==> config.mk <==
export PLATFORM = sky130hd
export DESIGN_NAME = fetch_redirect_ctrl_flat
export DESIGN_NICKNAME = d
export VERILOG_FILES = /design/src/rtl/fetch_redirect_ctrl_if.sv /design/src/rtl/fetch_redirect_ctrl.sv /design/src/flat_wrapper.sv
export SDC_FILE = /design/constraint.sdc
export NUM_CORES = 1
export LEC_CHECK = 0
export ABC_AREA = 1
export CAP_MARGIN = 20
export CELL_PAD_IN_SITES_DETAIL_PLACEMENT = 0
export CELL_PAD_IN_SITES_GLOBAL_PLACEMENT = 2
export CORE_ASPECT_RATIO = 0.9
export CORE_MARGIN = 2
export CORE_UTILIZATION = 21
export CTS_CLUSTER_DIAMETER = 200
export DETAILED_ROUTE_END_ITERATION = 6
export GPL_TIMING_DRIVEN = 0
export MAX_ROUTING_LAYER = met4
export PLACE_DENSITY = 0.88
export SYNTH_ARGS = -nofsm -noshare
export SYNTH_HDL_FRONTEND = slang
export SYNTH_SLANG_ARGS = --single-unit
==> constraint.sdc <==
create_clock -name clk -period 2.4 [get_ports clk]
set_input_delay 0.36 -clock clk [delete_from_list [all_inputs] [get_ports clk]]
set_output_delay 0.36 -clock clk [all_outputs]
set_load 0.02 [all_outputs]
==> src/rtl/fetch_redirect_ctrl_if.sv <==
// Redirect/fetch bus between the front-end pipeline and fetch_redirect_ctrl.
// The master drives the redirect requests and the IF1 view. The slave
// (the controller) returns the next fetch address and the flush/telemetry signals.
interface fetch_redirect_ctrl_if;
   logic        ex_taken;
   logic        eret_taken;
   logic [31:0] epc;
   logic        br_prd_err;
   logic [31:0] br_target;
   logic        bp_valid;
   logic [31:0] bp_target;
   logic [31:0] f1s_pc;
   logic        f1s_allowin;
   logic [31:0] nextpc;
   logic [2:0]  redirect_kind;
   logic        redirect_fire;
   logic        fetch_flush;
   logic [7:0]  hold_cycles;

   modport master (
      output ex_taken, eret_taken, epc, br_prd_err, br_target, bp_valid, bp_target,
             f1s_pc, f1s_allowin,
      input  nextpc, redirect_kind, redirect_fire, fetch_flush, hold_cycles
   );

   modport slave (
      input  ex_taken, eret_taken, epc, br_prd_err, br_target, bp_valid, bp_target,
             f1s_pc, f1s_allowin,
      output nextpc, redirect_kind, redirect_fire, fetch_flush, hold_cycles
   );
endinterface

==> src/rtl/fetch_redirect_ctrl.sv <==
// Next-PC selection for IF1. Live redirects win by priority (ex > eret > br > bp > seq).
// A redirect that IF1 cannot accept yet is parked in pending registers (HOLD)
// until f1s_allowin. Only a strictly higher-priority live event may replace it.
module fetch_redirect_ctrl #(
   parameter logic [31:0] RESET_PC  = 32'hbfc00000,
   parameter logic [31:0] EX_VECTOR = 32'hbfc00380
) (
   input logic                  clk,
   input logic                  resetn,
   fetch_redirect_ctrl_if.slave bus
);

   // Kind codes double as priority: a larger value wins (boot is never compared).
   localparam logic [2:0] KindSeq  = 3'd0;
   localparam logic [2:0] KindBp   = 3'd1;
   localparam logic [2:0] KindBr   = 3'd2;
   localparam logic [2:0] KindEret = 3'd3;
   localparam logic [2:0] KindEx   = 3'd4;
   localparam logic [2:0] KindBoot = 3'd5;

   typedef enum logic [1:0] {StBoot = 2'd0, StRun = 2'd1, StHold = 2'd2} state_e;

   state_e      state_q, state_d;
   logic [2:0]  pend_kind_q, pend_kind_d;
   logic [31:0] pend_tgt_q, pend_tgt_d;
   logic [7:0]  hold_cnt_q, hold_cnt_d;

   logic [2:0]  live_kind;
   logic [31:0] live_tgt;
   logic [2:0]  kind;
   logic [31:0] npc;

   // Highest-priority live redirect request this cycle.
   always_comb begin
      live_kind = KindSeq;
      live_tgt  = bus.f1s_pc + 32'd4;
      if (bus.ex_taken) begin
         live_kind = KindEx;
         live_tgt  = EX_VECTOR;
      end else if (bus.eret_taken) begin
         live_kind = KindEret;
         live_tgt  = bus.epc;
      end else if (bus.br_prd_err) begin
         live_kind = KindBr;
         live_tgt  = bus.br_target;
      end else if (bus.bp_valid) begin
         live_kind = KindBp;
         live_tgt  = bus.bp_target;
      end
   end

   // Next-state and next-PC selection.
   always_comb begin
      state_d     = state_q;
      pend_kind_d = pend_kind_q;
      pend_tgt_d  = pend_tgt_q;
      hold_cnt_d  = hold_cnt_q;
      kind        = KindSeq;
      npc         = bus.f1s_pc + 32'd4;
      unique case (state_q)
         StBoot: begin
            kind = KindBoot;
            npc  = RESET_PC;
            if (bus.f1s_allowin) state_d = StRun;
         end
         StRun: begin
            kind = live_kind;
            npc  = live_tgt;
            if (live_kind != KindSeq && !bus.f1s_allowin) begin
               state_d     = StHold;
               pend_kind_d = live_kind;
               pend_tgt_d  = live_tgt;
               hold_cnt_d  = 8'd0;
            end
         end
         StHold: begin
            kind = pend_kind_q;
            npc  = pend_tgt_q;
            if (live_kind > pend_kind_q) begin
               kind        = live_kind;
               npc         = live_tgt;
               pend_kind_d = live_kind;
               pend_tgt_d  = live_tgt;
            end
            if (hold_cnt_q != 8'hff) hold_cnt_d = hold_cnt_q + 8'd1;
            // Pending is cleared on release so it never leaks into RUN's flush term.
            if (bus.f1s_allowin) begin
               state_d     = StRun;
               pend_kind_d = KindSeq;
               pend_tgt_d  = 32'd0;
            end
         end
         default: begin
            state_d = StBoot;
         end
      endcase
   end

   // State, pending redirect and hold counter registers.
   always_ff @(posedge clk or negedge resetn) begin
      if (!resetn) begin
         state_q     <= StBoot;
         pend_kind_q <= KindSeq;
         pend_tgt_q  <= 32'd0;
         hold_cnt_q  <= 8'd0;
      end else begin
         state_q     <= state_d;
         pend_kind_q <= pend_kind_d;
         pend_tgt_q  <= pend_tgt_d;
         hold_cnt_q  <= hold_cnt_d;
      end
   end

   assign bus.nextpc        = npc;
   assign bus.redirect_kind = kind;
   assign bus.hold_cycles   = hold_cnt_q;
   // Gated by resetn so fire/flush stay low while reset is held, whatever the inputs do.
   assign bus.redirect_fire = resetn & bus.f1s_allowin & (kind != KindSeq);
   assign bus.fetch_flush   = resetn & ((live_kind >= KindBr) | (pend_kind_q >= KindBr));

endmodule

==> src/flat_wrapper.sv <==
// flat-port wrapper written by rule: the top's interface ports become plain ports
module fetch_redirect_ctrl_flat 
#(
   parameter logic [31:0] RESET_PC  = 32'hbfc00000,
   parameter logic [31:0] EX_VECTOR = 32'hbfc00380
)
  (clk, resetn, bus_ex_taken, bus_eret_taken, bus_epc, bus_br_prd_err, bus_br_target, bus_bp_valid, bus_bp_target, bus_f1s_pc, bus_f1s_allowin, bus_nextpc, bus_redirect_kind, bus_redirect_fire, bus_fetch_flush, bus_hold_cycles);
  fetch_redirect_ctrl_if bus_i ();
  input logic clk;
  input logic resetn;
  input wire logic [$bits(bus_i.ex_taken)-1:0] bus_ex_taken;
  input wire logic [$bits(bus_i.eret_taken)-1:0] bus_eret_taken;
  input wire logic [$bits(bus_i.epc)-1:0] bus_epc;
  input wire logic [$bits(bus_i.br_prd_err)-1:0] bus_br_prd_err;
  input wire logic [$bits(bus_i.br_target)-1:0] bus_br_target;
  input wire logic [$bits(bus_i.bp_valid)-1:0] bus_bp_valid;
  input wire logic [$bits(bus_i.bp_target)-1:0] bus_bp_target;
  input wire logic [$bits(bus_i.f1s_pc)-1:0] bus_f1s_pc;
  input wire logic [$bits(bus_i.f1s_allowin)-1:0] bus_f1s_allowin;
  output wire logic [$bits(bus_i.nextpc)-1:0] bus_nextpc;
  output wire logic [$bits(bus_i.redirect_kind)-1:0] bus_redirect_kind;
  output wire logic [$bits(bus_i.redirect_fire)-1:0] bus_redirect_fire;
  output wire logic [$bits(bus_i.fetch_flush)-1:0] bus_fetch_flush;
  output wire logic [$bits(bus_i.hold_cycles)-1:0] bus_hold_cycles;
  assign bus_i.ex_taken = bus_ex_taken;
  assign bus_i.eret_taken = bus_eret_taken;
  assign bus_i.epc = bus_epc;
  assign bus_i.br_prd_err = bus_br_prd_err;
  assign bus_i.br_target = bus_br_target;
  assign bus_i.bp_valid = bus_bp_valid;
  assign bus_i.bp_target = bus_bp_target;
  assign bus_i.f1s_pc = bus_f1s_pc;
  assign bus_i.f1s_allowin = bus_f1s_allowin;
  assign bus_nextpc = bus_i.nextpc;
  assign bus_redirect_kind = bus_i.redirect_kind;
  assign bus_redirect_fire = bus_i.redirect_fire;
  assign bus_fetch_flush = bus_i.fetch_flush;
  assign bus_hold_cycles = bus_i.hold_cycles;
  fetch_redirect_ctrl #(.RESET_PC(RESET_PC), .EX_VECTOR(EX_VECTOR)) u_core (.clk(clk), .resetn(resetn), .bus(bus_i));
endmodule
==> flow_summary.toml, run 1 <==
[status]
status = "complete, but fails checks"
violations = "setup timing"

[floorplan]
initial_utilization = 0.212
core_um2 = 26800
ios = 180
rows = 57
die_y_um = 160
die_area_um2 = 28400
die_w_um = 178

[placement]
io_buffers = 176
place_congestion = 0.897
dp_hpwl_mm = 22.7
dpl_cell_area_um2 = 8280
post-place-cells = 1502

[synthesis]
synthAdderAreaFrac = 0.0198
synthMuxAreaShare = 0
synth_edf_count = 0
synth_compound_area_frac = 0.205
synthArstFlopShare = 1.00
synthesis.area_um2 = 5690
synth-simple-area-share = 0.462
synth_top_area_cell = "dfrtp_1"
synth_xor_area_frac = 0.0154
ys_warn_count = 0
synth_cells = 971
synth_cell_type_count = 47
synth_top_family_by_area = "simple AND/OR/NAND/NOR gates"
seq_area_frac_synth = 0.198
ys_ff_latch = 45
ys.flop_type = "dfrtp_1"
synth_fp_nets = 1115
syn_avg_cell_area_um2 = 5.86
ys_top_cells_by_area = "dfrtp_1 (20%), nand2_1 (16%), nor2_1 (11%)"
synth_top_area_share = 0.198

[sta]
final.setup.tns_ps = -10290
max_slew_margin = 0.409
max_freq_mhz = 360
period_share = 1.16
setup_ws_ps = -381
finalHoldViolCount = 0
setup_viol = 37
finalCriticalPeriod_ps = 2780
rsz0062_at_grt = "true"
finClkSkew_ps = 7.53
worst_slew_pin_slew_ps = 887
slew_viol_final = 0

[routing]
first_pass_iters = 7
drt-total-wl_mm = 30.8
wl_per_cell_um = 19.7
vias = 7694
first_iter_violations = 672
postRouteAntennaNets = 0
viasPerCell = 4.91
drc = 0

[job]
cap_violations = 0

[clock_tree]
clock_latency_ps = 310
path_clk_slew_ps = 80
cts_buffers = 5
cts_tree = "yes"
cts.sink_count = 45
htreeDepth = 2
clk_path_buf_depth = 2
cts_root_buf = "clkbuf_16"

[critical_path]
worstSetupPathDepth = 17
crit_path_end_kind = "primary output"
critPathLaunchType = "input pin"
critPathRequiredTime_ps = 2040
arrival_ps = 2420
cp_slowest_stage_delay_ps = 360
cp-startpoint = "bus_eret_taken"
cpMaxStageDelayCell = "ha_2"
r2r_setup_slack_ps = -90
r2r-start = "u_core.pend_kind_q[1]"
crit_path_end = "bus_nextpc[15]"
crit_family = "buffers and inverters"
crit_fanout = 5
path_class = "in -> out"
path_cells = "buf_16, inv_12, nand2_8, buf_8, o211ai_1, ha_2, nand3_2, nand2_4, inv_6, buf_16, buf_12, buf_12, nor2_4, nor2_2, nand2_2, a21oi_4, buf_6"
r2r-end = "u_core.pend_tgt_q[10]"
crit_buf_inv = 8
reg2reg_depth = 18

[power_and_ir_drop]
p_clk_frac = 0.075
switching_share = 0.505
p_comb_frac = 0.802
power_density_nw_per_um2 = 1080
p_switching_mw = 5.44
p_leak_nw = 4.24
p_int_mw = 5.32
p_total_mw = 10.8
power.share.sequential = 0.123
peakVddDrop_v = 0.000609

[cells_and_area]
n_antenna_cell = 0
final_area_um2 = 9930
nets = 1357
stdcell_count = 1568
syn_to_final_growth_pct = 74.5
drive_gt1_frac = 0.334

[hold_path]
hold_path.class = "in -> async"

[grt]
overflow = 0
grt_max_degree = 31
grt_usage = 0.217
antenna_found_initial = 0
grt_pass1_wl_mm = 45.0
grt_pass1_vias = 7398
## logic make-up (layout without fill, tap and decap cells)
family / Yosys count / in the layout
flip-flops: 45 / 45
AND/OR/NAND/NOR: 591 / 591
adder cells (fa/ha/maj): 9 / 9
AO/OA/AOI/OAI: 182 / 182
buffers and inverters: 134 / 377
XOR/XNOR: 10 / 10
## final cells by class
class,instances,area (um2)
Tap cell,354,443
Timing Repair Buffer,236,2410
Inverter,80,325
Fill cell,2875,16900
Buffer,53,437
Clock inverter,3,28.8
Sequential cell,45,1130
Clock buffer,5,125
Multi-Input combinational cell,792,5030
## metal layers
| layer | share of wire | global-route usage |
|---|---|---|
| met1 | 0.46 | 0.294 |
| met2 | 0.46 | 0.340 |
| met3 | 0.063 | 0.0343 |
| met4 | 0.014 | 0.0462 |
| met5 | 0 | - |
## sequential cells by signal, indices dropped and copies added (netlist names)
name and flops:
u_core.bus.hold_cycles 8, u_core.pend_kind_q 3, u_core.pend_tgt_q 32, u_core.state_q 2
## power by group through the flow
stage,Combinational (mW),Clock (mW),Sequential (mW)
finish,8.64,0.803,1.33
CTS,8.06,0.815,1.28
global route,9.15,0.837,1.36
global placement,6.22,0,1.25
detailed placement,6.24,0,1.26
floorplan,3.87,0,1.24
## worst min path at each step
stage | startpoint | end | slack [ps] | cells past startpoint
4_1_cts | resetn | u_core.pend_tgt_q[17] | 180 | 1
2_1_floorplan | resetn | u_core.bus.hold_cycles[0] | 60 | 0
6_report | resetn | u_core.pend_tgt_q[17] | 160 | 1
5_1_grt | resetn | u_core.pend_tgt_q[17] | 220 | 1
3_3_place_gp | u_core.pend_tgt_q[0] | u_core.pend_tgt_q[0] | 480 | 1
3_5_place_dp | u_core.pend_tgt_q[2] | u_core.pend_tgt_q[2] | 490 | 1
## cells in the final DEF, fill, tap and decap left out, drive strengths merged, types with 2 or more instances in the layout
cell type      instances
dlygate4sd2           13
nand2                252
o21bai                 5
nor2                 186
xnor2                  5
clkdlybuf4s15          5
xor2                   5
o22a                   5
clkdlybuf4s50        107
o221a                 16
inv                   83
o211ai                 6
nor3                   3
clkbuf                25
o21ai                 28
ha                     9
dlymetal6s2s          10
a21boi                 7
nand4                  8
a21oi                 84
a221oi                12
a22oi                  3
dfrtp                 45
buf                  134
a31oi                 12
nand3b                 2
nand3                130
or2                    7
## through the flow
stage | hold WS, ps | utilization | setup WS [ps]
after floorplan | 64.4 | - | -105
after global placement | 484 | 0.308 | -1750
after detailed placement | 492 | 0.309 | -1720
after CTS | 176 | 0.354 | -393
after global routing | 221 | 0.370 | -450
final | 162 | 0.370 | -381
## cells in the mapped netlist (9+ instances only)
cell type,number
o221a_2,16
nand2_1,235
inv_1,69
nand2_2,14
a221oi_1,12
a31oi_1,12
inv_2,10
nor2_1,171
o21ai_0,24
clkbuf_1,21
ha_1,9
buf_2,21
nand3_1,122
dfrtp_1,45
a21oi_1,82
## timing repair
item	in CTS	in global routing
pin swaps	70	68
setup endpoints to repair	73	42
resized for setup	414	112
hold buffers	0	0
gates cloned	5	0
buffers inserted	44	19
Power figures use the tool's default switching activity.
==> inputs of run 2 (changes only) <==
==> constraint.sdc (replaced) <==
create_clock -name clk -period 2.4 [get_ports clk]
set_input_delay 0.36 -clock clk [delete_from_list [all_inputs] [get_ports clk]]
set_output_delay 0.36 -clock clk [all_outputs]
set_load 0.005 [all_outputs]
==> run 2 against run 1 <==
  * Global-route usage fell by 0.57 points
  * Combinational power fell by 19%
  * Flip-flop and latch count did not move
  * Design area fell by 4.8%
  * Non-clock buffer count rose by 10
  * Core utilization fell by 1.8 points
  * Highest routed layer unchanged
  * Critical endpoint is now bus_nextpc[10]
  * Largest power group unchanged
  * Largest cell class unchanged
  * Clock power rose by 10%
  * The run still ends with setup timing left
==> flow_summary.toml, run 2 (synthesis results as in run 1) <==
[cells_and_area]
nets = 1367
top_register = "u_core.pend_tgt_q"
largest_reg_flops = 32
syn_to_final_growth_pct = 66.1
stdcell_count = 1578
multi_input_area_um2 = 4730
n_fill_cell = 2953
ff_latch_area_um2 = 1130
final_util = 0.352
layout_common_cells = "nand2_1 (208), nor2_1 (116), clkdlybuf4s50_1 (114)"
final_area_um2 = 9450
layout_commonest_cell = "nand2_1"
drive_gt1_frac = 0.316
n_antenna_cell = 0

[status]
status = "complete, but fails checks"
violations = "setup timing"

[sta]
finClkSkew_ps = 9.06
setup_ws_ps = -462
rsz0062_at_grt = "true"
final.setup.tns_ps = -12050
worst_slew_pin_slew_ps = 749
max_freq_mhz = 349
finalCriticalPeriod_ps = 2860
hold_ws_ps = 14.0
max_slew_margin = 0.501
setup_viol = 37
slew_viol_final = 0
finalHoldViolCount = 0
period_share = 1.19

[grt]
grt_pass1_vias = 7605
overflow = 0
antenna_found_initial = 0
grt_max_degree = 32
grt_pass1_wl_mm = 44.5
grt_usage = 0.212

[critical_path]
reg2reg_depth = 19
arrival_ps = 2500
path_class = "in -> out"
cpMaxStageDelayCell = "ha_4"
r2r_setup_slack_ps = -280
critPathRequiredTime_ps = 2040
crit_path_end_kind = "primary output"
crit_path_frequent_cell = "buf_12"
cp-startpoint = "bus_eret_taken"
cp_slowest_stage_delay_ps = 270
crit_fanout = 7
r2r-start = "u_core.pend_kind_q[2]"
path_cells = "buf_12, buf_12, nor2_4, buf_12, nor2_4, ha_4, nand2_2, o21ai_2, nand2_4, inv_4, buf_12, buf_4, buf_8, nor2_1, nor2_1, nand2_1, a31oi_1, buf_2"
critPathLaunchType = "input pin"
r2r-end = "u_core.pend_kind_q[2]"

[routing]
wl_per_cell_um = 19.2
first_iter_violations = 737
postRouteAntennaNets = 0
vias = 7776
drt-total-wl_mm = 30.4
first_pass_iters = 5
viasPerCell = 4.93
drc = 0

[floorplan]
core_um2 = 26800
ios = 180
initial_utilization = 0.212
die_w_um = 178
die_area_um2 = 28400
die_y_um = 160
rows = 57

[power_and_ir_drop]
p_total_mw = 9.24
peakVddDrop_v = 0.000542
power_density_nw_per_um2 = 977
p_leak_nw = 4.15

[clock_tree]
htreeDepth = 2
cts_tree = "yes"
path_clk_slew_ps = 80
clk_path_buf_depth = 2
cts_root_buf = "clkbuf_16"
clock_latency_ps = 300
cts_buffers = 5
cts.sink_count = 45

[placement]
dp_hpwl_mm = 22.3
post-place-cells = 1502
place_congestion = 0.880
preCtsSetupSlack_ps = -1610
dpl_cell_area_um2 = 8010
io_buffers = 176

[job]
cap_violations = 0

[hold_path]
hold_path.class = "in -> async"
[run 2: worst max path at each step]
stage          slack [ps]                end
6_report             -460     bus_nextpc[10]
5_1_grt              -500  bus_redirect_fire
4_1_cts              -410     bus_nextpc[23]
3_5_place_dp        -1610     bus_nextpc[12]
3_3_place_gp        -1600    bus_fetch_flush
2_1_floorplan           3     bus_nextpc[19]
[run 2: layout make-up]
cell class	instances	share of cell area
clock inverter	3	0.00530
inverter	80	0.0336
tap	354	0.0469
buffer	53	0.0430
clock buffer	5	0.0132
sequential	45	0.119
multi-input combinational	792	0.501
timing repair buffer	246	0.238
[run 2: per-layer routing]
layer | vias up | global-route usage | part of all wire
li1 | 3747 | - | -
met1 | 3675 | 0.281 | 0.45
met2 | 322 | 0.334 | 0.46
met3 | 32 | 0.0417 | 0.076
met4 | 0 | 0.0399 | 0.016
met5 | - | - | 0
[run 2: critical path, delay by kind of cell]
family | cells | cell delay [ps]
simple gates | 7 | 570
compound gates | 2 | 310
buf+inv | 8 | 970
fa+ha+maj | 1 | 270
[run 2: power breakdown]
group,switching [mW],internal (mW),leakage (nW)
Combinational,3.96,3.07,3.54
Sequential,0.222,1.09,0.532
Clock,0.380,0.503,0.0859
[run 2: repair_timing]
item                                    in CTS  in global routing
buffers inserted                            52                 16
pin swaps                                   75                 63
gates cloned                                 3                  0
endpoints found under the setup margin      72                 40
hold buffers                                 0                  0
resized for setup                          319                110
==> inputs of run 3 (changes only) <==
- MAX_ROUTING_LAYER: met4 -> default
==> run 3 against run 2 <==
  * The run still ends with setup timing left
  * Count of clock-buffer cells in the layout stayed put
  * Critical path type unchanged
  * Global-route usage fell by 0.58 points
  * Worst setup slack gained 41 ps
  * Combinational power down 0.7%
  * Largest power group unchanged
  * Maximum frequency grew 1.5%
==> flow_summary.toml, run 3 (synthesis results as in run 1) <==
[status]
status = "complete, but fails checks"
violations = "setup timing"

[sta]
rsz0062_at_grt = "true"
finClkSkew_ps = 7.16
hold_ws_ps = 14.4
max_slew_margin = 0.520
slew_viol_final = 0
finalCriticalPeriod_ps = 2820
finalHoldViolCount = 0
max_freq_mhz = 355
final.setup.tns_ps = -11740
setup_ws_ps = -421
period_share = 1.18
worst_slew_pin_slew_ps = 720
setup_viol = 37

[job]
cap_violations = 0

[floorplan]
die_y_um = 160
die_area_um2 = 28400
core_um2 = 26800
rows = 57
ios = 180
initial_utilization = 0.212
die_w_um = 178

[grt]
grt_pass1_vias = 7595
grt_max_degree = 32
grt_usage = 0.206
grt_pass1_wl_mm = 44.6
antenna_found_initial = 0
overflow = 0

[cells_and_area]
syn_to_final_growth_pct = 66.0
n_antenna_cell = 0
layout_commonest_cell = "nand2_1"
layout_common_cells = "nand2_1 (208), nor2_1 (114), clkdlybuf4s50_1 (114)"
nets = 1367
top_register = "u_core.pend_tgt_q"
drive_gt1_frac = 0.317
largest_reg_flops = 32

[critical_path]
reg2reg_depth = 19
path_class = "in -> out"
arrival_ps = 2460
r2r-start = "u_core.pend_kind_q[2]"
r2r-end = "u_core.pend_kind_q[2]"
critPathLaunchType = "input pin"
crit_path_end_kind = "primary output"
crit_fanout = 7
r2r_setup_slack_ps = -260
critPathRequiredTime_ps = 2040

[clock_tree]
cts_tree = "yes"
cts.sink_count = 45
htreeDepth = 2
cts_buffers = 5
cts_root_buf = "clkbuf_16"
path_clk_slew_ps = 80
clk_path_buf_depth = 2
clock_latency_ps = 300

[placement]
place_congestion = 0.866
io_buffers = 176
dp_hpwl_mm = 22.3

[routing]
first_iter_violations = 650
drc = 0
wl_per_cell_um = 19.2
viasPerCell = 4.91
first_pass_iters = 6
vias = 7743
postRouteAntennaNets = 0
drt-total-wl_mm = 30.2

[power_and_ir_drop]
peakVddDrop_v = 0.000538
p_leak_nw = 4.15
power_density_nw_per_um2 = 973

[hold_path]
hold_path.class = "in -> async"
-- run 3: cell count changes in the layout (fill, tap and decap cells not counted) --
cell / change
nor2_1: -2
nor2_2: +2
a31oi_2: -1
a31oi_4: +1
buf_12: -1
buf_4: +1
nand3_1: +1
nand3_2: -1
-- run 3: how the worst max path moves through the flow --
stage                    from                end  slack (ps)  cells past startpoint
4_1_cts        bus_eret_taken     bus_nextpc[23]        -410                     18
3_3_place_gp           resetn    bus_fetch_flush       -1600                      4
5_1_grt        bus_eret_taken  bus_redirect_fire        -500                     20
2_1_floorplan  bus_eret_taken     bus_nextpc[19]           3                     15
3_5_place_dp     bus_ex_taken     bus_nextpc[12]       -1610                     15
6_report       bus_eret_taken  bus_redirect_fire        -420                     20
-- run 3: through the flow --
stage          cell area (um2)   util  cells  power [mW]  setup WS [ps]
3_5_place_dp              8010  0.299   1502        6.58          -1610
3_3_place_gp              7990  0.298   1501        6.54          -1600
4_1_cts                   8970  0.335   1564        8.59           -409
6_report                  9450  0.352   1578        9.19           -421
2_1_floorplan             5790      -    971        4.24           2.66
5_1_grt                   9450  0.352   1578        9.79           -496
-- run 3: final cells by class --
type / count / area, um2
fillers: 2949 / 17400
multi-input cells: 792 / 4740
repair buffers: 246 / 2230
flip-flops and latches: 45 / 1130
well taps: 354 / 443
plain buffers: 53 / 407
inverters: 80 / 318
clock buffers: 5 / 125
clock inverters: 3 / 50.0
-- run 3: metal layers --
| metal | track usage | routed length (um) | vias up |
|---|---|---|---|
| li1 | - | - | 3748 |
| met1 | 0.282 | 13700 | 3636 |
| met2 | 0.333 | 13800 | 324 |
| met3 | 0.0431 | 2240 | 35 |
| met4 | 0.0399 | 499 | 0 |
| met5 | 0 | 0 | - |
-- run 3: timing repair --
| item | CTS | global route |
|---|---|---|
| gates cloned | 3 | 0 |
| endpoints found under the setup margin | 72 | 40 |
| setup buffers | 52 | 16 |
| pin swaps | 75 | 64 |
| gates resized for setup | 319 | 112 |
| hold buffers | 0 | 0 |
-- run 3: worst max-delay path, stage by stage --
cell and delay [ps]:
buf_12 120, inv_8 40, nand2_4 70, buf_8 90, o211ai_1 170, ha_2 390
nand3_2 90, nand2_4 100, inv_4 40, buf_12 140, buf_12 140, buf_6 110
nand2_2 50, nand3_2 80, nand3_2 90, nand2_2 60, nand3_2 70, nand3_2 60
inv_2 80, buf_6 90
-- run 3: report_power, final --
group          switching (mW)  internal (mW)  total (mW)
clock network           0.379          0.503       0.882
logic                    3.93           3.06        6.99
registers               0.225           1.09        1.32
